### config.mk
export PLATFORM = sky130hd
export DESIGN_NAME = prog_sequencer
export DESIGN_NICKNAME = d
export VERILOG_FILES = /design/src/rtl/prog_sequencer.sv
export SDC_FILE = /design/constraint.sdc
export NUM_CORES = 1
export LEC_CHECK = 0
export CAP_MARGIN = 10
export CORE_ASPECT_RATIO = 0.7
export CORE_UTILIZATION = 47
export CTS_CLUSTER_SIZE = 16
export DETAILED_ROUTE_END_ITERATION = 16
export PLACE_DENSITY = 0.8
export SETUP_SLACK_MARGIN = 0.4
export SLEW_MARGIN = 20
export SYNTH_ARGS = -nofsm -noshare
export SYNTH_HDL_FRONTEND = slang
export SYNTH_SLANG_ARGS = --single-unit
### constraint.sdc
create_clock -name Clk -period 2.12 [get_ports Clk]
set_input_delay 0.212 -clock Clk [delete_from_list [all_inputs] [get_ports Clk]]
set_output_delay 0.212 -clock Clk [all_outputs]
set_load 0.03 [all_outputs]
### src/rtl/prog_sequencer.sv
// rtl/prog_sequencer.sv - fetch/sequencing controller for the 9-bit accumulator core
//
// Owns the program counter and the two-cycle mode registers consumed by the
// control decoder. It runs the Start/Done handshake and keeps a saturating
// RUN-cycle counter with a watchdog that forces completion.
//
// Ports:
//   Clk, Reset_n          clock (rising edge), asynchronous active-low reset
//   Start                 start request level; a fall starts a run, a rise leaves DONE
//   Stall                 freeze PC/mode registers this cycle
//   Ack                   decoder "program done"
//   BranchEn/BranchTarget decoder absolute branch
//   NextState             decoder next mode (00 regular, 01 target, 10 immediate)
//   PrevInstructionIn     decoder instruction to remember
//   ProgCtr               instruction ROM address
//   CurrState             current mode, to decoder
//   PrevInstruction       previous-instruction register, to decoder
//   Run                   high only in RUN; gates architectural write enables
//   Done, Timeout         program finished / finish forced by the watchdog
//   CycleCount            RUN cycles elapsed (saturating)

module prog_sequencer #(
  parameter int unsigned         PC_W    = 9,
  parameter logic [PC_W-1:0]     INIT_PC = '0,
  parameter int unsigned         CNT_W   = 16,
  parameter int unsigned         TIMEOUT = 16'hFFFF
) (
  input  logic             Clk,
  input  logic             Reset_n,
  input  logic             Start,
  input  logic             Stall,
  input  logic             Ack,
  input  logic             BranchEn,
  input  logic [PC_W-1:0]  BranchTarget,
  input  logic [1:0]       NextState,
  input  logic [8:0]       PrevInstructionIn,
  output logic [PC_W-1:0]  ProgCtr,
  output logic [1:0]       CurrState,
  output logic [8:0]       PrevInstruction,
  output logic             Run,
  output logic             Done,
  output logic             Timeout,
  output logic [CNT_W-1:0] CycleCount
);

  typedef enum logic [1:0] {
    S_IDLE = 2'b00,
    S_RUN  = 2'b01,
    S_DONE = 2'b10
  } state_e;

  // Count value seen in the last RUN cycle before the watchdog fires.
  localparam logic [CNT_W-1:0] CNT_LAST = CNT_W'(TIMEOUT - 1);

  state_e           state_q, state_d;
  logic             start_q;
  logic [PC_W-1:0]  pc_q, pc_d;
  logic [1:0]       mode_q, mode_d;
  logic [8:0]       prev_q, prev_d;
  logic             done_q, done_d;
  logic             timeout_q, timeout_d;
  logic [CNT_W-1:0] cnt_q, cnt_d;
  logic [CNT_W-1:0] cnt_inc;

  always_ff @(posedge Clk or negedge Reset_n) begin
    if (!Reset_n) begin
      state_q   <= S_IDLE;
      start_q   <= 1'b0;
      pc_q      <= INIT_PC;
      mode_q    <= 2'b00;
      prev_q    <= '0;
      done_q    <= 1'b0;
      timeout_q <= 1'b0;
      cnt_q     <= '0;
    end else begin
      state_q   <= state_d;
      start_q   <= Start;
      pc_q      <= pc_d;
      mode_q    <= mode_d;
      prev_q    <= prev_d;
      done_q    <= done_d;
      timeout_q <= timeout_d;
      cnt_q     <= cnt_d;
    end
  end

  // Saturating increment: all-ones holds rather than wrapping to zero.
  assign cnt_inc = (cnt_q == '1) ? cnt_q : cnt_q + CNT_W'(1);

  always_comb begin
    state_d   = state_q;
    pc_d      = pc_q;
    mode_d    = mode_q;
    prev_d    = prev_q;
    done_d    = done_q;
    timeout_d = timeout_q;
    cnt_d     = cnt_q;

    unique case (state_q)
      S_IDLE: begin
        done_d = 1'b0;
        // The start-fall branch also reloads, covering a one-cycle Start
        // pulse out of DONE where the high-level hold never ran in IDLE.
        if (Start || start_q) begin
          pc_d      = INIT_PC;
          mode_d    = 2'b00;
          cnt_d     = '0;
          timeout_d = 1'b0;
        end
        if (!Start && start_q) begin
          state_d = S_RUN;
        end
      end

      S_RUN: begin
        if (Start) begin
          state_d   = S_IDLE;
          pc_d      = INIT_PC;
          mode_d    = 2'b00;
          cnt_d     = '0;
          timeout_d = 1'b0;
        end else begin
          cnt_d = cnt_inc;
          if (Ack) begin
            state_d   = S_DONE;
            done_d    = 1'b1;
            timeout_d = 1'b0;
          end else if (cnt_q == CNT_LAST) begin
            state_d   = S_DONE;
            done_d    = 1'b1;
            timeout_d = 1'b1;
          end else if (!Stall) begin
            pc_d   = BranchEn ? BranchTarget : pc_q + PC_W'(1);
            // Mode 11 is not a legal decoder output; fall back to regular.
            mode_d = (NextState == 2'b11) ? 2'b00 : NextState;
            prev_d = PrevInstructionIn;
          end
        end
      end

      S_DONE: begin
        // Only a fresh rising edge leaves DONE; a level already high is ignored.
        if (Start && !start_q) begin
          state_d = S_IDLE;
          done_d  = 1'b0;
        end
      end

      default: begin
        state_d = S_IDLE;
      end
    endcase
  end

  assign ProgCtr         = pc_q;
  assign CurrState       = mode_q;
  assign PrevInstruction = prev_q;
  assign Run             = (state_q == S_RUN);
  assign Done            = done_q;
  assign Timeout         = timeout_q;
  assign CycleCount      = cnt_q;

endmodule

==> run_results.csv, run 1 <==
group,metric,value,unit
clock_network,cts_tree,"built",
clock_network,cts-root-buf,"clkbuf_8",
timing,setup-violations-final,0,
critical_path,startpoint,"CycleCount[1]$_DFFE_PN0P_",
min_path,min_path_type,"in -> async",
critical_path,r2r_slack,260,ps
grt,grt_use_total,27.5,%
routing,drt-wirelength-per-cell,17.1,microns
cells_and_area,nets,348,
yosys,syn_area_per_cell,9.75,sq um
yosys,ys.flop_type,"dfrtp_1",
run,cap_violations,0,
routing,detailedRoute.firstPassIterationCount,5,
critical_path,endpoint_kind,"flip-flop",
clock_network,cts-buffers-inserted,5,
critical_path,rr_endpoint,"ProgCtr[3]$_DFFE_PN0P_",
power,power_density,639,nW/um^2
timing,period_share,87.7,%
yosys,synth_cells,224,
critical_path,worst-path-max-fanout,8,
die,dieArea,4930,sq um
routing,drc,0,
critical_path,required,2300,ps
grt,grt_max_degree,17,
routing,wl,6410,microns
placement,place_hpwl,4480,microns
timing,max_freq,0.538,GHz
die,rows,20,
die,fp.dieW,83.5,microns
critical_path,r2r-start,"CycleCount[1]$_DFFE_PN0P_",
timing,max_slew_margin,69.9,%
yosys,netlist_area,2180,sq um
cells_and_area,post-route-util,77.0,%
clock_network,ctsHtreeMaxLevel,2,
die,ioPinCount,65,
critical_path,r2r_cells,8,
clock_network,cts.path.max_buffers,2,
routing,vias_per_cell,5.83,
die,fp.dieH,59.0,microns
clock_network,worstSkewPairLatency,300,ps
die,start_util,49.6,%
cells_and_area,n_antenna_cell,0,
grt,antenna_found_initial,0,
placement,dp.cells,356,
routing,ant_nets,0,
cells_and_area,fin_cells,375,
clock_network,numClockSinks,41,
status,status,"complete, no violations",
timing,skew,7.11,ps
cells_and_area,areaGrowthSynthToFinish,55.3,%
clock_network,clkTransAtPathRegs,80,ps
placement,gp_congestion,0.831,
yosys,synthArstFlopShare,100,%
grt,grt_pass1_wl,10500,microns
critical_path,critical_path_arrival,2040,ps
placement,io_buffers,64,
critical_path,critical_path_class,"reg -> reg",
yosys,synth_edf_count,0,
power,ir_drop,0.000601,V
grt,grt_pass1_vias,2091,
yosys,synth_nets,253,
timing,slew_violations,0,
yosys,synth_seq_cells,41,
timing,hold_viol,0,
grt,grt-ovfl-total,0,
power,leakagePower,0.00146,uW
yosys,ys_types,49,
cells_and_area,drive_above_1_share,26.6,%
timing,layout_min_cycle_time,1860,ps
timing,worstMarginPinSlew,450,ps
critical_path,critPathLaunchType,"flip-flop",
routing,vias,2186,
yosys,yosysSeqAreaShare,47.0,%
routing,drt_iter0_drc,211,
timing,rsz0062_at_grt,"yes",
die,core,4400,sq um
yosys,ys_warn_count,0,
==> final cells by class <==
cell class | instances | area, sq um
inverters | 5 | 18.8
repair buffers | 94 | 888
clock buffers | 6 | 82.6
multi-input cells | 172 | 1250
fillers | 289 | 1010
clock inverters | 2 | 37.5
flip-flops and latches | 41 | 1040
well taps | 55 | 68.8
==> how the worst max path moves through the flow <==
stage,to,slack [ps],cells after the start
after floorplan,PrevInstruction[1]$_DFFE_PN0P_,320,7
after global placement,PrevInstruction[0]$_DFFE_PN0P_,50,5
after detailed placement,CycleCount[11]$_DFFE_PN0P_,-40,7
after CTS,ProgCtr[2]$_DFFE_PN0P_,300,8
after global routing,ProgCtr[4]$_DFFE_PN0P_,190,9
final,ProgCtr[3]$_DFFE_PN0P_,260,8
==> metal layers <==
metal	part of all wire, %	wire (microns)	up-vias	GRT usage [%]
met3	6.7	432	11	4.04
met1	47	3020	1039	40.9
li1	-	-	1034	-
met5	0	0	-	0
met2	45	2870	102	42.2
met4	1.4	90	0	8.72
==> synth_stat cells, drive strengths merged, types with 2 or more instances <==
cell type	number	area share, %
dfrtp	41	47
o21ai	32	7.3
nand2	23	4.0
nor2	15	2.6
nand3	11	2.8
a21oi	9	2.1
mux2	9	5.8
nor3	9	2.3
nand4	6	2.0
clkbuf	5	0.86
inv	5	0.86
a31oi	4	1.1
a22oi	3	1.0
and4	3	1.2
ha	3	1.7
nand2b	3	0.86
nor2b	3	0.86
o31ai	3	1.0
o41ai	3	1.2
or2	3	0.86
or3	3	0.86
a32o	2	0.92
and3	2	0.57
buf	2	0.74
nor4	2	1.5
o211ai	2	0.69
o311ai	2	0.80
or4	2	0.69
==> worst max-delay path, cell delays in order, from the launching register on <==
cell	delay, ps
dfrtp_2	440
ha_4	160
nand4_1	170
nor4_4	80
buf_4	160
o41a_1	380
buf_6	150
o21ai_1	130
o21ai_1	80
==> registers in the layout, indices dropped and copies added (netlist names) <==
signal,cells
CurrState,2
CycleCount,16
Done,1
PrevInstruction,9
ProgCtr,9
Timeout,1
start_q,1
state_q,2
==> what timing repair did <==
action	CTS	global route
gates resized for setup	26	10
hold buffers	1	0
hold endpoints to repair	14	0
cloned	0	1
pin swaps	12	4
setup buffers	9	0
setup endpoints to repair	37	43
==> where the power goes <==
group / internal [uW] / switching, uW
logic: 294 / 307
clock network: 383 / 288
registers: 848 / 45.7
==> through the flow <==
stage | hold WS, ps | TNS, ps | worst slack (ps) | total power [uW] | instance area [sq um]
finish | 364 | 0 | 261 | 2170 | 3390
floorplan | -83.6 | 0 | 318 | 1190 | 2210
global route | 412 | 0 | 187 | 2240 | 3390
global placement | 146 | 0 | 49.3 | 1450 | 3030
detailed placement | 153 | -85.1 | -35.7 | 1460 | 3030
CTS | 372 | 0 | 299 | 2160 | 3350
==> placed cells by master, fill, tap and decap left out, types with 3 or more instances in the layout <==
cell type	netlist	final
buf_6	1	5
nor3_1	8	7
nand3_1	10	9
nand2_1	23	21
nand2b_1	3	3
or2_1	3	3
a21oi_1	9	9
dlymetal6s2s_1	0	3
dfrtp_1	41	29
nand4_1	5	5
o21ai_1	18	16
mux2_4	7	9
dfrtp_2	0	12
a22oi_1	3	3
o21ai_0	14	14
clkdlybuf4s50_1	0	59
o31ai_1	3	3
buf_4	0	24
a31oi_1	4	4
inv_1	5	4
clkbuf_8	0	6
nor2_1	15	13
or3_1	3	3
==> cells by family after synthesis <==
logic type,synth area share (%)
buffers and inverters,2.46
adder cells (fa/ha/maj),1.72
flip-flops,47.0
multiplexers,6.30
AO/OA/AOI/OAI,19.8
XOR/XNOR,0.802
AND/OR/NAND/NOR,21.9
Note: power is estimated with default switching activity, not from simulation.
==> inputs of run 2 (changes only) <==
--- a/config.mk
+++ b/config.mk
@@ -7,12 +7,15 @@
 export LEC_CHECK = 0
 export CAP_MARGIN = 10
 export CORE_ASPECT_RATIO = 0.7
+export CORE_MARGIN = 3
 export CORE_UTILIZATION = 47
 export CTS_CLUSTER_SIZE = 16
 export DETAILED_ROUTE_END_ITERATION = 16
+export GPL_TIMING_DRIVEN = 0
 export PLACE_DENSITY = 0.8
 export SETUP_SLACK_MARGIN = 0.4
 export SLEW_MARGIN = 20
 export SYNTH_ARGS = -nofsm -noshare
 export SYNTH_HDL_FRONTEND = slang
 export SYNTH_SLANG_ARGS = --single-unit
+export TNS_END_PERCENT = 1
==> run 2 against run 1 <==
- combinational power is 6.2% lower
- first-iteration DRC count is 23% lower
- sequential cell count unchanged
- cell count down 3.5%
- power down 2.3%
- sequential power barely moved
- fmax decreased by 0.58%
- non-clock buffer count down 12
- global-route usage down 4.6 points
==> run_results.csv, run 2 (synthesis results as in run 1) <==
group,metric,value,unit
min_path,hp-start,"Start",
critical_path,crit_family,"simple AND/OR/NAND/NOR gates",
cells_and_area,n_antenna_cell,0,
power,p_int,1510,uW
clock_network,clkTransAtPathRegs,80,ps
die,rows,20,
placement,place_area,2930,sq um
cells_and_area,final_cell_mix,"clkdlybuf4s50_1, dfrtp_1, nand2_1",
die,fp.dieW,87.5,microns
timing,period_share,88.2,%
timing,setup-violations-final,0,
timing,worstMarginPinSlew,523,ps
critical_path,rr_endpoint,"PrevInstruction[3]$_DFFE_PN0P_",
grt,grt_pass1_vias,2070,
critical_path,required,2310,ps
critical_path,critical_path_class,"reg -> reg",
clock_network,numClockSinks,41,
placement,gp_congestion,0.834,
routing,drc,0,
clock_network,cts.path.max_buffers,2,
min_path,min_to,"start_q$_DFF_PN0_",
grt,grt_pass1_wl,9930,microns
clock_network,cts-buffers-inserted,5,
power,ir_drop,0.000618,V
die,core,4400,sq um
timing,hold_viol,0,
power,power_density,663,nW/um^2
cells_and_area,areaGrowthSynthToFinish,46.1,%
clock_network,ctsHtreeMaxLevel,2,
critical_path,endpoint_kind,"flip-flop",
critical_path,r2r_slack,250,ps
power,power,2110,uW
critical_path,critical_path_arrival,2060,ps
critical_path,critPathBufInv,2,
status,status,"complete, no violations",
cells_and_area,largest_reg_flops,16,
routing,vias_per_cell,5.90,
routing,vias,2135,
routing,drt-wirelength-per-cell,16.4,microns
cells_and_area,post-route-util,72.4,%
timing,skew,6.93,ps
critical_path,cp_slowest_stage_delay,450,ps
die,start_util,49.6,%
timing,max_freq,0.535,GHz
min_path,min_path_type,"in -> reg",
critical_path,worst-path-max-fanout,6,
grt,grt-ovfl-total,0,
routing,detailedRoute.firstPassIterationCount,5,
die,dieArea,5510,sq um
power,power_frac_comb,26.6,%
grt,grt_max_degree,31,
grt,grt_use_total,23.0,%
die,fp.dieH,63.0,microns
timing,rsz0062_at_grt,"yes",
grt,antenna_found_initial,0,
timing,slew_violations,0,
clock_network,cts-root-buf,"clkbuf_8",
placement,place_hpwl,4240,microns
power,p_seq_share,42.3,%
critical_path,worstPathCellList,"ha_2 -> nand4_1 -> nor4_4 -> buf_6 -> nor4_4 -> buf_4 -> mux2_4",
timing,worst_slack,250,ps
critical_path,critPathLaunchType,"flip-flop",
critical_path,critical_path.most_common_cell,"nor4_4",
clock_network,cts_tree,"built",
power,p_switching,608,uW
routing,wl,5940,microns
timing,layout_min_cycle_time,1870,ps
cells_and_area,drive_above_1_share,18.2,%
power,leakagePower,0.00131,uW
routing,ant_nets,0,
placement,io_buffers,64,
power,swShare,28.8,%
clock_network,worstSkewPairLatency,290,ps
critical_path,r2r_cells,7,
cells_and_area,nets,335,
min_path,min_path_cells,1,
timing,max_slew_margin,65.0,%
critical_path,r2r-start,"CycleCount[1]$_DFFE_PN0P_",
run,cap_violations,0,
placement,pre_cts_ws,-220,ps
cells_and_area,stdcell_area,3190,sq um
cells_and_area,mostFrequentLayoutCell,"clkdlybuf4s50_1",
routing,drt_iter0_drc,163,
power,p_clk_share,31.1,%
die,ioPinCount,65,
critical_path,slowest_stage,"dfrtp_2",
run 2: worst register-to-register path: stages (launching register included):
cell and delay [ps]:
dfrtp_2 450, ha_2 180, nand4_1 150, nor4_4 50, buf_6 130, nor4_4 300, buf_4 210, mux2_4 290
run 2: repair_timing:
| item | CTS | global route |
|---|---|---|
| setup buffers | 4 | 4 |
| endpoints found under the setup margin | 38 | 44 |
| gates resized for setup | 3 | 20 |
| cloned | 0 | 1 |
| hold endpoints to repair | 11 | 0 |
| hold buffers | 1 | 0 |
| pin swaps | 6 | 3 |
run 2: power groups by stage:
stage	Clock (uW)	Combinational, uW	Sequential [uW]
4_1_cts	670	539	891
5_1_grt	709	598	901
3_3_place_gp	0	518	904
3_5_place_dp	0	527	909
2_1_floorplan	0	163	1030
6_report	657	563	894
run 2: layer usage:
| layer | part of all wire, % | up-vias | routed length (microns) | GRT usage [%] |
|---|---|---|---|---|
| met5 | 0 | - | 0 | 0 |
| met4 | 2.0 | 0 | 117 | 8.24 |
| met3 | 6.6 | 11 | 391 | 4.48 |
| met2 | 44 | 104 | 2590 | 33.4 |
| met1 | 48 | 1010 | 2840 | 33.7 |
| li1 | - | 1010 | - | - |
run 2: final cells by class:
cell class	count	area (sq um)
Inverter	5	18.8
Fill cell	321	1210
Multi-Input combinational cell	171	1170
Buffer	7	40.0
Sequential cell	41	1040
Tap cell	55	68.8
Timing Repair Buffer	75	739
Clock buffer	7	86.3
Clock inverter	1	30.0
run 2: worst max-delay path by stage:
| stage | start | end | slack [ps] | cells after the start |
|---|---|---|---|---|
| after floorplan | CycleCount[8]$_DFFE_PN0P_ | PrevInstruction[1]$_DFFE_PN0P_ | 290 | 5 |
| after global placement | Reset_n | CycleCount[1]$_DFFE_PN0P_ | -370 | 1 |
| after detailed placement | Start | CurrState[1]$_DFFE_PN0P_ | -220 | 5 |
| after CTS | CycleCount[0]$_DFFE_PN0P_ | PrevInstruction[7]$_DFFE_PN0P_ | 190 | 8 |
| after global routing | CycleCount[1]$_DFFE_PN0P_ | PrevInstruction[2]$_DFFE_PN0P_ | 180 | 7 |
| final | CycleCount[1]$_DFFE_PN0P_ | PrevInstruction[3]$_DFFE_PN0P_ | 250 | 7 |
run 2: per-stage QoR:
step                      instances  hold WS, ps  TNS [ps]
after floorplan                 224        -83.6         0
after global placement          343          463    -11250
after detailed placement        344          113     -1350
after CTS                       357          330         0
after global routing            362          175         0
final                           362          191         0
